==> src/rtl/seq_tx_if.sv <==
// seq_tx_if: request/stream bundle between a pattern source and seq_tx.
// master drives the transmit request, slave (seq_tx) drives the serial stream.
interface seq_tx_if #(
    parameter int PAT_W = 4
) ();
    logic             start;
    logic [PAT_W-1:0] pattern;
    logic [3:0]       reps;
    logic             abort;
    logic             serial_out;
    logic             busy;
    logic             done;

    modport master (
        output start, pattern, reps, abort,
        input  serial_out, busy, done
    );

    modport slave (
        input  start, pattern, reps, abort,
        output serial_out, busy, done
    );
endinterface

==> src/rtl/seq_tx.sv <==
// seq_tx: serializes a PAT_W-bit pattern MSB first, repeated reps times
// (0 means once), then pulses done for one cycle. All outputs are registered.
// Optional macro SEQ_TX_GAP_EN inserts one idle-level GAP cycle between
// consecutive repetitions (never after the last one).
module seq_tx #(
    parameter int PAT_W = 4
) (
    input  logic    clk,
    input  logic    n_rst,
    seq_tx_if.slave bus
);
    localparam int             CW   = $clog2(PAT_W);
    localparam logic [CW-1:0]  LAST = CW'(PAT_W - 1);

    typedef enum logic [1:0] {IDLE, SHIFT, GAP, DONE} state_t;

    state_t           state_q;
    logic [PAT_W-1:0] pat_q;      // captured pattern, reloaded per repetition
    logic [PAT_W-1:0] shreg_q;    // bits still to be sent, MSB next
    logic [CW-1:0]    bitcnt_q;   // index of the bit currently on serial_out
    logic [3:0]       repcnt_q;   // repetitions left including the current one
    logic             sout_q;
    logic             busy_q;
    logic             done_q;

    assign bus.serial_out = sout_q;
    assign bus.busy       = busy_q;
    assign bus.done       = done_q;

    // Transmit FSM: state, datapath and registered outputs in one block.
    always_ff @(posedge clk or negedge n_rst) begin
        if (!n_rst) begin
            state_q  <= IDLE;
            pat_q    <= '0;
            shreg_q  <= '0;
            bitcnt_q <= '0;
            repcnt_q <= '0;
            sout_q   <= 1'b0;
            busy_q   <= 1'b0;
            done_q   <= 1'b0;
        end else begin
            case (state_q)
                IDLE: begin
                    done_q <= 1'b0;
                    // start wins over a coincident abort here
                    if (bus.start) begin
                        pat_q    <= bus.pattern;
                        shreg_q  <= {bus.pattern[PAT_W-2:0], 1'b0};
                        bitcnt_q <= '0;
                        repcnt_q <= (bus.reps == 4'd0) ? 4'd1 : bus.reps;
                        sout_q   <= bus.pattern[PAT_W-1];
                        busy_q   <= 1'b1;
                        state_q  <= SHIFT;
                    end
                end
                SHIFT: begin
                    if (bus.abort) begin
                        state_q  <= IDLE;
                        sout_q   <= 1'b0;
                        busy_q   <= 1'b0;
                        bitcnt_q <= '0;
                        repcnt_q <= '0;
                        shreg_q  <= '0;
                    end else if (bitcnt_q == LAST) begin
                        if (repcnt_q == 4'd1) begin
                            state_q <= DONE;
                            sout_q  <= 1'b0;
                            done_q  <= 1'b1;
                        end else begin
                            repcnt_q <= repcnt_q - 4'd1;
`ifdef SEQ_TX_GAP_EN
                            state_q  <= GAP;
                            sout_q   <= 1'b0;
`else
                            // next repetition's MSB follows with no idle bit
                            bitcnt_q <= '0;
                            sout_q   <= pat_q[PAT_W-1];
                            shreg_q  <= {pat_q[PAT_W-2:0], 1'b0};
`endif
                        end
                    end else begin
                        sout_q   <= shreg_q[PAT_W-1];
                        shreg_q  <= {shreg_q[PAT_W-2:0], 1'b0};
                        bitcnt_q <= bitcnt_q + CW'(1);
                    end
                end
                GAP: begin
                    if (bus.abort) begin
                        state_q  <= IDLE;
                        sout_q   <= 1'b0;
                        busy_q   <= 1'b0;
                        bitcnt_q <= '0;
                        repcnt_q <= '0;
                        shreg_q  <= '0;
                    end else begin
                        state_q  <= SHIFT;
                        bitcnt_q <= '0;
                        sout_q   <= pat_q[PAT_W-1];
                        shreg_q  <= {pat_q[PAT_W-2:0], 1'b0};
                    end
                end
                DONE: begin
                    state_q <= IDLE;
                    sout_q  <= 1'b0;
                    busy_q  <= 1'b0;
                    done_q  <= 1'b0;
                end
                default: begin
                    state_q <= IDLE;
                    sout_q  <= 1'b0;
                    busy_q  <= 1'b0;
                    done_q  <= 1'b0;
                end
            endcase
        end
    end
endmodule

==> src/flat_wrapper.sv <==
// flat-port wrapper written by rule: the top's interface ports become plain ports
module seq_tx_flat 
#(
    parameter int PAT_W = 4
)
  (clk, n_rst, bus_start, bus_pattern, bus_reps, bus_abort, bus_serial_out, bus_busy, bus_done);
  seq_tx_if #(.PAT_W(PAT_W)) bus_i ();
  input  logic clk;
  input  logic n_rst;
  input wire logic [$bits(bus_i.start)-1:0] bus_start;
  input wire logic [$bits(bus_i.pattern)-1:0] bus_pattern;
  input wire logic [$bits(bus_i.reps)-1:0] bus_reps;
  input wire logic [$bits(bus_i.abort)-1:0] bus_abort;
  output wire logic [$bits(bus_i.serial_out)-1:0] bus_serial_out;
  output wire logic [$bits(bus_i.busy)-1:0] bus_busy;
  output wire logic [$bits(bus_i.done)-1:0] bus_done;
  assign bus_i.start = bus_start;
  assign bus_i.pattern = bus_pattern;
  assign bus_i.reps = bus_reps;
  assign bus_i.abort = bus_abort;
  assign bus_serial_out = bus_i.serial_out;
  assign bus_busy = bus_i.busy;
  assign bus_done = bus_i.done;
  seq_tx #(.PAT_W(PAT_W)) u_core (.clk(clk), .n_rst(n_rst), .bus(bus_i));
endmodule
==> config.mk <==
export PLATFORM = sky130hd
export DESIGN_NAME = seq_tx_flat
export DESIGN_NICKNAME = d
export VERILOG_FILES = /design/src/rtl/seq_tx_if.sv /design/src/rtl/seq_tx.sv /design/src/flat_wrapper.sv
export SDC_FILE = /design/constraint.sdc
export NUM_CORES = 1
export LEC_CHECK = 0
export ABC_CLOCK_PERIOD_IN_PS = 2500
export BUFFER_PORTS_ARGS = -buffer_cell sky130_fd_sc_hd__buf_4
export CAP_MARGIN = 20
export CORE_UTILIZATION = 56
export DETAILED_ROUTE_END_ITERATION = 16
export PLACE_DENSITY_LB_ADDON = 0.2
export SYNTH_ARGS = -nofsm -noshare
export SYNTH_HDL_FRONTEND = slang
export SYNTH_SLANG_ARGS = --single-unit
==> constraint.sdc <==
create_clock -name clk -period 2.5 [get_ports clk]
set_clock_uncertainty 0.15 [all_clocks]
set_input_delay 0 -clock clk [delete_from_list [all_inputs] [get_ports clk]]
set_output_delay 0 -clock clk [all_outputs]
set_load 0.02 [all_outputs]
==> run_results.csv, run 1 <==
group,metric,value,unit
status,status,"completed",
logic_synthesis,yosys.area_share.simple,14.6,%
logic_synthesis,ys_warns,0,
global_routing,antenna_found_initial,0,
sta,timing.final.crit_share,81.7,%
route,post_drt_wl_per_cell,16.5,µm
run,drv.max_cap_violation_count,0,
cts,count_of_clock_tree_sinks,18,
power,vdd.ir_drop.worst,563,µV
worst_setup_path,critical-path-max-stage-delay,430,ps
final_layout,num_antenna_cells,0,
logic_synthesis,ys_seq_elements,18,
cts,cts_setup_buffers,0,
worst_setup_path,cpMaxStageDelayCell,"sky130_fd_sc_hd__dfrtp_1",
power,total_power,1.37,mW
floorplanning,placementRows,15,
cts,source_to_sink_clock_delay_at_the_later_pin_of_the_worst_skew_pair,300,ps
sta,achievable-frequency,489,MHz
cts,clock_tree.root_cell,"sky130_fd_sc_hd__clkbuf_4",
route,detailroute.via_count,924,
final_layout,layout.cell_area.non_filler,1390,µm²
logic_synthesis,combinational_family_with_the_most_area_after_synthesis,"compound AO/OA/AOI/OAI gates",
cts,cts_h_tree_depth,1,
route,route.detailed.vias_per_inst,5.96,
global_routing,grt_usage,26.9,%
final_layout,syn_to_final_growth,24.6,%
sta,fin_setup_tns,0,ps
floorplanning,core_area,1800,µm²
logic_synthesis,syn_avg_cell_area,10.9,µm²
placed_design,globalplace.congestion,0.860,
sta,drv_slew,0,
sta,worst-slew-pin-transition,817,ps
power,p_per_area,985,nW/µm²
logic_synthesis,synth_sequential_area_ratio,40.5,%
route,detailedRoute.firstPassIterationCount,4,
cts,cts_tree,"built",
floorplanning,io_pins,15,
sta,worst_slew_margin_rel,45.4,%
sta,finalHoldViolations,0,
worst_setup_path,worstPathMaxFanout,10,
global_routing,grt_pass1_vias,873,
worst_setup_path,timing.setup.critical_path_class,"register to register",
hold_path,hold_path_class,"input pin to register",
logic_synthesis,adder_cell_fraction_of_synth_area,9.00,%
sta,setup_viol,0,
global_routing,globalRoute.totalOverflow,0,
cts,clockBufferDepth,2,
final_layout,finalNetCount,152,
logic_synthesis,post_synthesis_cell_type_count,33,
worst_setup_path,cell_type_group_with_the_largest_total_delay_on_the_critical_path,"compound AO/OA/AOI/OAI gates",
logic_synthesis,syn_inst,102,
floorplanning,dieHeight,46.6,µm
floorplanning,floorplan.die_area,2170,µm²
placed_design,buffer_ports.inserted,14,
logic_synthesis,syn-num-nets,122,
global_routing,grt_pass1_wl,3.91,mm
worst_setup_path,crit_buf_inv,1,
cts,numCtsBuffers,3,
worst_setup_path,path_cells,"inv_1 -> ha_1 -> o21bai_1 -> a31o_4 -> nand2_4 -> mux2_4",
route,total_wire_length,2.56,mm
global_routing,grt_start_max_net_pins,19,
floorplanning,initial_utilization,61.7,%
logic_synthesis,syn_area,1110,µm²
logic_synthesis,synth_compound_area_share,19.7,%
sta,rsz_0062_raised_after_global_routing,"no",
logic_synthesis,fraction_of_synthesized_cell_area_in_xor_and_xnor_cells,0,%
placed_design,placement.cell_area,1240,µm²
floorplanning,die_w,46.6,µm
worst_setup_path,startpoint_type,"register",
sta,timing.final.crit_period,2040,ps
route,drc,0,
worst_setup_path,worstPathRequired,2550,ps
power,leakagePower,0.617,nW
worst_setup_path,worst_setup_path_end_kind,"register",
cts,worst_setup_hold_path_clk_slew,100,ps
placed_design,place_hpwl,1.75,mm
route,detailedRoute.firstIterationViolations,36,
worst_setup_path,worstPathArrival,2090,ps
logic_synthesis,yosys-mux-area-fraction,13.4,%
route,ant_nets,0,
final_layout,layout-drive-gt1-share,26.9,%
## through the flow
step	hold WS, ps	worst slack, ps	util, %	instances
after floorplan	-446	619	-	102
after global placement	-274	550	69.0	140
after detailed placement	-268	506	69.0	140
after CTS	337	486	76.9	155
after global routing	347	359	76.9	155
final	329	457	76.9	155
## synth_stat cells, drive strengths merged
master | count | area, µm²
dfrtp | 18 | 450
mux2 | 12 | 139
ha | 8 | 100
inv | 7 | 26.3
nor2 | 7 | 28.8
a21oi | 6 | 30.0
nand2 | 6 | 30.0
o21ai | 6 | 33.8
nand2b | 3 | 18.8
nor3 | 3 | 15.0
o211ai | 3 | 22.5
o2bb2ai | 3 | 26.3
a221oi | 2 | 30.0
a22o | 2 | 17.5
nand3b | 2 | 15.0
nor3b | 2 | 15.0
a211o | 1 | 8.76
a22oi | 1 | 7.51
a31o | 1 | 17.5
a32oi | 1 | 8.76
buf | 1 | 5.00
mux2i | 1 | 10.0
nand4 | 1 | 6.26
nand4bb | 1 | 16.3
nor2b | 1 | 6.26
o21bai | 1 | 7.51
o311ai | 1 | 8.76
or3b | 1 | 11.3
## metal layers
metal	GRT usage (%)	part of all wire, %	vias to the layer above
li1	-	-	438
met1	32.9	44	439
met2	45.8	50	40
met3	4.31	4.3	7
met4	11.8	2.1	0
met5	0	0	-
## power by group
| part | internal [mW] | switching [mW] | leakage, nW |
|---|---|---|---|
| Clock | 0.0562 | 0.0915 | 0.0138 |
| Combinational | 0.340 | 0.369 | 0.377 |
| Sequential | 0.416 | 0.0934 | 0.226 |
## repair_timing
| action | CTS | global route |
|---|---|---|
| resized for setup | 0 | 0 |
| endpoints found under the hold margin | 30 | 0 |
| hold buffers | 12 | 0 |
| setup endpoints to repair | 0 | 0 |
## cells in the final DEF (no fill, tap or decap), types with 2 or more instances in the layout
cell	count
sky130_fd_sc_hd__dfrtp_1	18
sky130_fd_sc_hd__buf_4	14
sky130_fd_sc_hd__dlygate4sd3_1	12
sky130_fd_sc_hd__mux2_2	9
sky130_fd_sc_hd__ha_1	8
sky130_fd_sc_hd__inv_1	7
sky130_fd_sc_hd__nor2_1	6
sky130_fd_sc_hd__a21oi_1	6
sky130_fd_sc_hd__nand2_1	5
sky130_fd_sc_hd__o21ai_0	5
sky130_fd_sc_hd__nand2b_1	3
sky130_fd_sc_hd__nor3_1	3
sky130_fd_sc_hd__o211ai_1	3
sky130_fd_sc_hd__o2bb2ai_1	3
sky130_fd_sc_hd__clkbuf_4	3
sky130_fd_sc_hd__mux2_1	2
sky130_fd_sc_hd__a221oi_2	2
sky130_fd_sc_hd__a22o_1	2
sky130_fd_sc_hd__nand3b_1	2
sky130_fd_sc_hd__nor3b_1	2
## cells by family (layout without fill, tap and decap cells)
logic type | Yosys count | in the layout
flip-flops | 18 | 18
AO/OA/AOI/OAI | 28 | 28
multiplexers | 13 | 13
AND/OR/NAND/NOR | 27 | 27
buffers and inverters | 8 | 36
adder cells (fa/ha/maj) | 8 | 8
## registers in the layout, summed over array words and instances, names as in the netlist
signal                 flops
u_core.pat_q               4
u_core.repcnt_q            4
u_core.shreg_q             3
u_core.bitcnt_q            2
u_core.state_q             2
u_core.bus.busy            1
u_core.bus.done            1
u_core.bus.serial_out      1
## cell type report
cell class / instances / area (µm²)
multi-input cells: 76 / 631
flip-flops and latches: 18 / 450
fillers: 122 / 415
repair buffers: 26 / 225
well taps: 25 / 31.3
inverters: 7 / 26.3
clock buffers: 3 / 22.5
## worst register-to-register path: stages (launching register included)
cell and delay (ps):
sky130_fd_sc_hd__dfrtp_1 430, sky130_fd_sc_hd__inv_1 130, sky130_fd_sc_hd__ha_1 410, sky130_fd_sc_hd__o21bai_1 190, sky130_fd_sc_hd__a31o_4 260, sky130_fd_sc_hd__nand2_4 100
sky130_fd_sc_hd__mux2_4 300
## final timing paths
path | to | cells after the start | slack (ps) | startpoint
worst min-delay path | u_core.pat_q[0] | 3 | 330 | bus_pattern[0]
worst max register to register | u_core.repcnt_q[0] | 6 | 460 | u_core.state_q[1]
worst min register to register | u_core.shreg_q[2] | 1 | 360 | u_core.shreg_q[2]
min in group asynchronous | u_core.bus.serial_out | 3 | 720 | n_rst
max in group asynchronous | u_core.pat_q[1] | 3 | 970 | n_rst
worst max-delay path | u_core.repcnt_q[0] | 6 | 460 | u_core.state_q[1]
(Power assumes the default switching activity.)
==> run 2, diff against run 1 <==
--- a/config.mk
+++ b/config.mk
@@ -5,7 +5,7 @@
 export SDC_FILE = /design/constraint.sdc
 export NUM_CORES = 1
 export LEC_CHECK = 0
-export ABC_CLOCK_PERIOD_IN_PS = 2500
+export ABC_CLOCK_PERIOD_IN_PS = 2080
 export BUFFER_PORTS_ARGS = -buffer_cell sky130_fd_sc_hd__buf_4
 export CAP_MARGIN = 20
 export CORE_UTILIZATION = 56
==> constraint.sdc (replaced) <==
create_clock -name clk -period 2.08 [get_ports clk]
set_clock_uncertainty 0.15 [all_clocks]
set_input_delay 0 -clock clk [delete_from_list [all_inputs] [get_ports clk]]
set_output_delay 0 -clock clk [all_outputs]
set_load 0.02 [all_outputs]
==> run 2 against run 1 <==
  * Sequential cell count unchanged
  * Sequential share of layout area fell by 1.0 points
  * Critical path depth unchanged
  * Total power rose by 26%
  * Routed wire length grew 2.2%
  * Clock power increased by 43%
  * Global-route usage down 0.67 points
  * Cell count rose by 3.2%
  * Non-clock buffer count rose by 4
  * Worst hold slack better by 14 ps
  * Design area increased by 3.3%
  * Critical path type unchanged
  * Highest routed layer unchanged
==> run_results.csv, run 2 (synthesized netlist as in run 1, its figures left out) <==
group,metric,value,unit
final_layout,syn_to_final_growth,28.8,%
cts,numCtsBuffers,3,
sta,timing.final.crit_share,96.9,%
global_routing,grt_start_max_net_pins,19,
sta,worst-slew-pin-transition,808,ps
route,total_wire_length,2.62,mm
hold_path,timing.hold.worst_endpoint,"u_core.pat_q[3]",
route,detailedRoute.firstPassIterationCount,4,
worst_setup_path,r2r.worst_path.cells,6,
placed_design,place_hpwl,1.83,mm
final_layout,fin_util,79.5,%
route,route.detailed.vias_per_inst,6.01,
cts,cts_tree,"built",
floorplanning,die_w,46.6,µm
route,drc,0,
global_routing,grt_pass1_wl,4.02,mm
worst_setup_path,worstPathRequired,2120,ps
final_layout,filler_cell_count,120,
sta,drv_slew,0,
sta,rsz_0062_raised_after_global_routing,"no",
sta,finalHoldViolations,0,
worst_setup_path,reg2reg_from,"u_core.repcnt_q[1]",
final_layout,multi_input_comb_area,633,µm²
route,ant_nets,0,
sta,setup_viol,0,
route,detailedRoute.firstIterationViolations,28,
status,status,"completed",
floorplanning,dieHeight,46.6,µm
hold_path,min_delay_path_depth,3,
sta,fin_setup_tns,0,ps
worst_setup_path,regToRegEndpoint,"u_core.repcnt_q[0]",
power,p_per_area,1200,nW/µm²
final_layout,layout-drive-gt1-share,30.4,%
sta,worst_slew_margin_rel,45.9,%
cts,cts_setup_buffers,0,
cts,cts_h_tree_depth,1,
run,drv.max_cap_violation_count,0,
cts,count_of_clock_tree_sinks,18,
cts,clock_tree.root_cell,"sky130_fd_sc_hd__clkbuf_4",
placed_design,buffer_ports.inserted,14,
final_layout,regArea,450,µm²
cts,clockBufferDepth,2,
route,detailroute.via_count,961,
floorplanning,placementRows,15,
cts,worst_setup_hold_path_clk_slew,100,ps
cts,source_to_sink_clock_delay_at_the_later_pin_of_the_worst_skew_pair,290,ps
hold_path,hold_path_class,"input pin to register",
worst_setup_path,timing.setup.critical_path_class,"register to register",
global_routing,grt_pass1_vias,912,
global_routing,globalRoute.totalOverflow,0,
route,post_drt_wl_per_cell,16.3,µm
floorplanning,floorplan.die_area,2170,µm²
final_layout,finalNetCount,156,
sta,achievable-frequency,496,MHz
sta,timing.final.crit_period,2020,ps
global_routing,grt_usage,26.2,%
worst_setup_path,worst_setup_path_end_kind,"register",
worst_setup_path,startpoint_type,"register",
floorplanning,initial_utilization,61.7,%
global_routing,antenna_found_initial,0,
final_layout,most-common-layout-cells,"sky130_fd_sc_hd__buf_4 (18), sky130_fd_sc_hd__dfrtp_1 (18), sky130_fd_sc_hd__dlygate4sd3_1 (12), sky130_fd_sc_hd__mux2_2 (9)",
placed_design,globalplace.congestion,0.888,
final_layout,num_antenna_cells,0,
floorplanning,io_pins,15,
power,leakagePower,0.642,nW
worst_setup_path,r2r_setup_slack,60,ps
floorplanning,core_area,1800,µm²
power,total_power,1.72,mW
power,vdd.ir_drop.worst,862,µV
final_layout,largestRegisters,"u_core.pat_q: 4 flops, u_core.repcnt_q: 4 flops, u_core.shreg_q: 3 flops",
worst_setup_path,worstPathArrival,2050,ps
worst_setup_path,worstPathMaxFanout,4,
hold_path,hold_start,"bus_pattern[3]",
==> run 2: critical path, stage by stage (launching register included) <==
cell and delay, ps:
sky130_fd_sc_hd__dfrtp_1 390, sky130_fd_sc_hd__inv_1 110, sky130_fd_sc_hd__ha_1 210, sky130_fd_sc_hd__or3b_4 410, sky130_fd_sc_hd__a31o_4 270, sky130_fd_sc_hd__nand2_4 90, sky130_fd_sc_hd__mux2_4 290
==> run 2: final cells by class <==
cell class / instances / area share [%]
Clock buffer: 4 / 2.53
Inverter: 7 / 1.83
Multi-Input combinational cell: 76 / 44.2
Sequential cell: 18 / 31.4
Tap cell: 25 / 2.18
Timing Repair Buffer: 30 / 17.8
==> run 2: layer usage <==
metal  wire (µm)  share of wire [%]  up-vias  track usage [%]
li1            -                  -      442                -
met1        1150                 44      474             34.8
met2        1290                 49       43             42.5
met3         162                6.2        2             7.06
met4          14               0.54        0             5.29
met5           0                  0        -                0
==> run 2: repair_timing <==
action	CTS	global route
gates resized for setup	0	1
endpoints found under the hold margin	32	0
hold buffers	12	0
endpoints found under the setup margin	0	2
==> run 2: worst max-delay path by stage <==
stage	cells after the start	end	slack (ps)	from
after floorplan	6	u_core.repcnt_q[0]	200	u_core.repcnt_q[1]
after global placement	6	u_core.repcnt_q[0]	180	u_core.repcnt_q[1]
after detailed placement	6	u_core.repcnt_q[0]	110	u_core.repcnt_q[1]
after CTS	6	u_core.repcnt_q[0]	100	u_core.repcnt_q[1]
after global routing	7	u_core.repcnt_q[3]	40	u_core.state_q[1]
final	6	u_core.repcnt_q[0]	60	u_core.repcnt_q[1]
==> run 2: per-stage QoR <==
step / cells / instance area (µm²) / worst slack, ps / hold slack [ps]
after floorplan: 102 / 1110 / 199 / -446
after global placement: 144 / 1270 / 176 / -274
after CTS: 160 / 1430 / 99.4 / 334
final: 160 / 1430 / 63.6 / 343
after detailed placement: 144 / 1270 / 112 / -268
after global routing: 160 / 1430 / 43.8 / 336
==> run 2: power by group <==
group	internal (mW)	switching, mW
sequential	0.499	0.118
clock	0.107	0.105
combinational	0.440	0.452
total	1.05	0.675
